## config.mk

```make
export PLATFORM = sky130hd
export DESIGN_NAME = am_lock_rx_core_flat
export DESIGN_NICKNAME = d
export VERILOG_FILES = /design/src/rtl/am_lock_rx_core_if.sv /design/src/rtl/am_lock_rx_core.sv /design/src/flat_wrapper.sv
export SDC_FILE = /design/constraint.sdc
export NUM_CORES = 1
export LEC_CHECK = 0
export ABC_CLOCK_PERIOD_IN_PS = 2400
export CAP_MARGIN = 5
export CORE_MARGIN = 5
export CORE_UTILIZATION = 40
export CTS_CLUSTER_DIAMETER = 120
export DETAILED_ROUTE_END_ITERATION = 6
export GPL_ROUTABILITY_DRIVEN = 0
export GPL_TIMING_DRIVEN = 1
export PLACE_DENSITY = 0.81
export SLEW_MARGIN = 40
export SYNTH_ARGS = -nofsm -noshare
export SYNTH_HDL_FRONTEND = slang
export SYNTH_SLANG_ARGS = --single-unit
export TNS_END_PERCENT = 50
```

## constraint.sdc

```tcl
create_clock -name clk -period 2.4 [get_ports clk]
set_clock_uncertainty 0.2 [all_clocks]
set_input_delay 0.24 -clock clk [delete_from_list [all_inputs] [get_ports clk]]
set_output_delay 0.24 -clock clk [all_outputs]
set_load 0.03 [all_outputs]
```

## src/rtl/am_lock_rx_core_if.sv

```systemverilog
// Receive-side bundle for the alignment-marker lock core: incoming block
// stream plus lock/slip status returned to the upstream gearbox.
interface am_lock_rx_core_if #(
   parameter int unsigned BLOCK_W = 66,
   parameter int unsigned LANE_N  = 4
);
   logic               valid_i;
   logic [BLOCK_W-1:0] block_i;
   logic               slip_v_o;
   logic               lock_v_o;
   logic [LANE_N-1:0]  lane_o;

   modport master (
      output valid_i, block_i,
      input  slip_v_o, lock_v_o, lane_o
   );

   modport slave (
      input  valid_i, block_i,
      output slip_v_o, lock_v_o, lane_o
   );
endinterface

```

## src/rtl/am_lock_rx_core.sv

```systemverilog
// Alignment-marker lock FSM: finds a lane marker, confirms it one gap later,
// then tracks markers while locked and requests a slip after 4 misses.
module am_lock_rx_core #(
   parameter int unsigned BLOCK_W = 66,
   parameter int unsigned LANE_N  = 4,
   parameter int unsigned GAP_N   = 16383
) (
   input logic               clk,
   input logic               nreset,
   am_lock_rx_core_if.slave  am_io
);

   localparam int unsigned CNT_W = $clog2(GAP_N + 1);
   localparam logic [CNT_W-1:0] CNT_LAST = CNT_W'(GAP_N - 1);

   typedef enum logic [2:0] {
      FIND_1ST,
      COUNT_1,
      COMP_2ND,
      LOCKED_COUNT,
      COMP_AM,
      SLIP
   } state_t;

   state_t              state_q;
   logic [CNT_W-1:0]    cnt_q;
   logic [1:0]          inv_q;
   logic [LANE_N-1:0]   lane_sel_q;
   logic                slip_v_q;
   logic                lock_v_q;
   logic [LANE_N-1:0]   lane_q;

   logic [LANE_N-1:0]   hit;
   logic                hdr_ok;
   logic [47:0]         key;
   logic                match_sel;
   logic                bip_unused;

   // Pattern packed as {M6,M5,M4,M2,M1,M0}; lanes beyond 3 have no marker.
   function automatic logic [47:0] lane_pat(input int unsigned idx);
      case (idx)
         0:       return 48'hB8896F_477690;
         1:       return 48'h193B0F_E6C4F0;
         2:       return 48'h649A3A_9B65C5;
         3:       return 48'hC2865D_3D79A2;
         default: return '0;
      endcase
   endfunction

   always_comb begin
      hdr_ok = (am_io.block_i[BLOCK_W-1 -: 2] == 2'b10);
      key    = {am_io.block_i[55:32], am_io.block_i[23:0]};
      hit    = '0;
      for (int unsigned l = 0; l < LANE_N; l++) begin
         hit[l] = hdr_ok && (l < 4) && (key == lane_pat(l));
      end
      match_sel = |(hit & lane_sel_q);
   end

   assign bip_unused = ^{am_io.block_i[63:56], am_io.block_i[31:24]};

   always_ff @(posedge clk) begin
      if (nreset) begin
         state_q    <= FIND_1ST;
         cnt_q      <= '0;
         inv_q      <= '0;
         lane_sel_q <= '0;
         slip_v_q   <= 1'b0;
         lock_v_q   <= 1'b0;
         lane_q     <= '0;
      end else begin
         slip_v_q <= 1'b0;
         // Loss of signal drops lock silently; no slip is requested.
         if (!am_io.valid_i && state_q != FIND_1ST) begin
            state_q  <= FIND_1ST;
            cnt_q    <= '0;
            inv_q    <= '0;
            lock_v_q <= 1'b0;
            lane_q   <= '0;
         end else begin
            case (state_q)
               FIND_1ST: begin
                  if (am_io.valid_i && |hit) begin
                     lane_sel_q <= hit;
                     cnt_q      <= '0;
                     state_q    <= COUNT_1;
                  end
               end
               COUNT_1, LOCKED_COUNT: begin
                  if (cnt_q == CNT_LAST) begin
                     cnt_q   <= '0;
                     state_q <= (state_q == COUNT_1) ? COMP_2ND : COMP_AM;
                  end else begin
                     cnt_q <= cnt_q + 1'b1;
                  end
               end
               COMP_2ND: begin
                  cnt_q <= '0;
                  inv_q <= '0;
                  if (match_sel) begin
                     lock_v_q <= 1'b1;
                     lane_q   <= lane_sel_q;
                     state_q  <= LOCKED_COUNT;
                  end else begin
                     slip_v_q <= 1'b1;
                     lock_v_q <= 1'b0;
                     lane_q   <= '0;
                     state_q  <= SLIP;
                  end
               end
               COMP_AM: begin
                  cnt_q <= '0;
                  if (match_sel) begin
                     inv_q   <= '0;
                     state_q <= LOCKED_COUNT;
                  end else if (inv_q == 2'd3) begin
                     inv_q    <= '0;
                     slip_v_q <= 1'b1;
                     lock_v_q <= 1'b0;
                     lane_q   <= '0;
                     state_q  <= SLIP;
                  end else begin
                     inv_q   <= inv_q + 1'b1;
                     state_q <= LOCKED_COUNT;
                  end
               end
               SLIP: begin
                  cnt_q   <= '0;
                  inv_q   <= '0;
                  state_q <= FIND_1ST;
               end
               default: state_q <= FIND_1ST;
            endcase
         end
      end
   end

   assign am_io.slip_v_o = slip_v_q;
   assign am_io.lock_v_o = lock_v_q;
   assign am_io.lane_o   = lane_q;

endmodule

```

## src/flat_wrapper.sv

```systemverilog
// flat-port wrapper written by rule: the top's interface ports become plain ports
module am_lock_rx_core_flat 
#(
   parameter int unsigned BLOCK_W = 66,
   parameter int unsigned LANE_N  = 4,
   parameter int unsigned GAP_N   = 16383
)
  (clk, nreset, am_io_valid_i, am_io_block_i, am_io_slip_v_o, am_io_lock_v_o, am_io_lane_o);
  am_lock_rx_core_if #(.BLOCK_W(BLOCK_W), .LANE_N(LANE_N)) am_io_i ();
  input logic clk;
  input logic nreset;
  input wire logic [$bits(am_io_i.valid_i)-1:0] am_io_valid_i;
  input wire logic [$bits(am_io_i.block_i)-1:0] am_io_block_i;
  output wire logic [$bits(am_io_i.slip_v_o)-1:0] am_io_slip_v_o;
  output wire logic [$bits(am_io_i.lock_v_o)-1:0] am_io_lock_v_o;
  output wire logic [$bits(am_io_i.lane_o)-1:0] am_io_lane_o;
  assign am_io_i.valid_i = am_io_valid_i;
  assign am_io_i.block_i = am_io_block_i;
  assign am_io_slip_v_o = am_io_i.slip_v_o;
  assign am_io_lock_v_o = am_io_i.lock_v_o;
  assign am_io_lane_o = am_io_i.lane_o;
  am_lock_rx_core #(.BLOCK_W(BLOCK_W), .LANE_N(LANE_N), .GAP_N(GAP_N)) u_core (.clk(clk), .nreset(nreset), .am_io(am_io_i));
endmodule
```

==> metrics <==
Post-Syn Nets=296; Worst Path Arrival=2.34 ns; leakage=approximately 1.5 nW; uppermost layer routed=met4; delay-heaviest family, CP=simple AND/OR/NAND/NOR gates; most used flip-flop cell after synthesis=dfxtp_1; Detailed Place HPWL=around 4.7 mm; Reg clk slew, reported paths=roughly 0.060 ns; Placement Rows=25; Seq/Total Area, Yosys=0.289; Unique masters post-synth=53; Post-synth EDFFs=0; H-tree levels=2; combinational power share=0.178; Area contributors post-synth=dfxtp_1, xnor2_1, nor2_1; Initial Utilization=0.419; Flop pwr share=0.428; commonest non-fill, non-tap cells in the layout=buf_4, dlymetal6s2s_1, dfxtp_1, nor2_1, xnor2_1; commonest non-fill, non-tap cell in the layout=buf_4; drt pass-1 iters=4; clock sink count=29; crit path time final=between 2 and 2.5 ns; Worst Max-Slew Pin Slew=0.528 ns; total gr overflow=0; internal power=about 0.86 mW; Vias=2,244; routed wire length per instance=17.4 um; Max-cap violations=0; critical path depth=10; routed wl met2=3.63 mm; DRT iter0 DRCs=149; die span in x=80.8 um; CORE AREA=~4800 um^2; CP Launch Type=input pin; GRT Util Overall=0.204; # hold bufs at CTS=0; clock power share=0.394; Synth top area share=0.289; Peak VDD IR=301 uV; I/O pins=between 70 and 80; fin util=0.698; Crit. End Element=flip-flop; met1 wire length=2.74 mm; Cells after Synth=224; share of cells above drive strength 1=0.355; die height=just over 80 um; Final setup viols=0; pin count of the biggest net entering global routing=11; post-synthesis async set-or-reset flop share=0; status=finished clean; Area Overhead vs Synth=66.5%; synth warn=0; Syn Area/Cell=8.96 um^2; Switching Fraction=0.240; critical path's largest stage delay=approximately 0.40 ns; die footprint=around 6500 um^2; Achievable Freq=424 MHz; vias in the first global route=2,231; number of CTS-inserted buffers=5; crit path kind=input pin to flip-flop; final wirelength=6.91 mm; worst skew pair latency=about 0.28 ns; synthesized area=roughly 2000 um^2; WHS=0.286 ns; maximum clock insertion buffer count=2; hold path cells=1; nets@finish=401; vias per inst=5.65; Hold Fails Final Rpt=0; setup TNS=0 ns; Min-Delay Path Class=flip-flop to flip-flop; slew margin rel.=0.646; Required @ worst endpoint=2.38 ns; worst path bufs/invs=3; I/O Buffers=58; initial antenna violation count=0; Sw Pwr=0.272 mW; first-pass GRT wire length=10.4 mm; met3 WL=341 um; Finished Cell Area=roughly 3300 um^2; root buf cell=clkbuf_8; Yosys top cell by area=dfxtp_1; DRT antenna net count=0; cell area after placement=2850 um^2; residual DRC count=0; Worst path slowest cell=nor4_4; Seq cells post-synth=29; critical path fanouts, max=7; P per Cell Area=339 nW/um^2; Critical Path, Cell by Cell=dlygate4sd2_1, nor4b_2, buf_4, nand4_1, nor4_4, o41ai_4, and2_4, o21ai_4, buf_12, nor2_1; diodes inserted=0; Max Slew Vio Count=0; period utilization=0.984; Worst Reg-to-Reg Cells=8; TritonCTS clock tree=done
## logic make-up (layout without fill, tap and decap cells)
group           count (synthesis)  in the layout  share of synthesized area
xor+xnor                       13             13                     0.0567
flops                          29             29                      0.289
compound gates                 39             39                      0.171
simple gates                  124            124                      0.425
buf+inv                        15            121                     0.0337
fa+ha+maj                       3              3                     0.0187
mux                             1              1                    0.00499
## per-layer routing
metal / vias to the layer above / global-route usage
li1: 1061 / -
met1: 1093 / 0.231
met2: 69 / 0.376
met3: 21 / 0.0543
met4: 0 / 0.0473
met5: - / 0
## power by group through the flow
stage | sequential, mW | clock [mW] | combinational, mW
after global placement | 0.494 | 0 | 0.172
final | 0.484 | 0.446 | 0.202
after global routing | 0.483 | 0.485 | 0.213
after floorplan | 0.494 | 0 | 0.0479
after detailed placement | 0.494 | 0 | 0.176
after CTS | 0.483 | 0.457 | 0.189
## metrics by stage
step	worst slack (ns)	power (mW)	instances
after floorplan	0.199	0.542	224
after global placement	-0.380	0.666	370
after detailed placement	-0.475	0.670	370
after CTS	-0.0120	1.13	390
after global routing	-0.0442	1.18	397
final	0.0388	1.13	397
## what timing repair did
action                     4_1_cts  5_1_grt
buffers inserted                11        7
pin swaps                       32       36
resized for setup               41       75
gates cloned                     1        0
setup endpoints to repair       20       26
## Yosys cell counts, drive strengths merged (4+ instances only)
library cell / n
a21oi: 12
xnor2: 13
nor4bb: 6
inv: 9
nand2: 14
a211oi: 8
nor2b: 8
nand3: 12
nand4: 12
a22o: 4
and4bb: 10
nor2: 26
nor3: 8
nor4: 9
dfxtp: 29
## final timing paths
| path | from | end | slack, ns |
|---|---|---|---|
| worst max-delay path | am_io_block_i[37] | u_core.cnt_q[5]$_SDFFE_PP0P_ | 0.04 |
| worst min-delay path | u_core.am_io.lane_o[3]$_SDFFE_PP0P_ | u_core.am_io.lane_o[3]$_SDFFE_PP0P_ | 0.29 |
| worst max register to register | u_core.cnt_q[4]$_SDFFE_PP0P_ | u_core.cnt_q[13]$_SDFFE_PP0P_ | 0.30 |
| worst min register to register | u_core.am_io.lane_o[3]$_SDFFE_PP0P_ | u_core.am_io.lane_o[3]$_SDFFE_PP0P_ | 0.29 |
## worst reg2reg max path, delay by kind of cell (launching register included)
family / cells / cell delay, ns
and+or+nand+nor: 5 / 0.61
buffers and inverters: 1 / 0.17
AOI/OAI and AO/OA: 1 / 0.41
DFF: 1 / 0.41
xor gates and xnor gates: 1 / 0.19
## area by class of cell
type	count	area, um^2
fill	332	1450
inverter	9	33.8
clock inverter	1	5.00
multi-input combinational	180	1570
tap	67	83.8
timing repair buffer	104	971
sequential	29	581
clock buffer	7	96.3
## sequential cells by signal, summed over array words and instances (netlist names)
register,count
u_core.state_q,3
u_core.cnt_q,14
u_core.am_io.lane_o,4
u_core.am_io.lock_v_o,1
u_core.lane_sel_q,4
u_core.inv_q,2
u_core.am_io.slip_v_o,1
No activity file was read; power rests on OpenSTA's default activity.
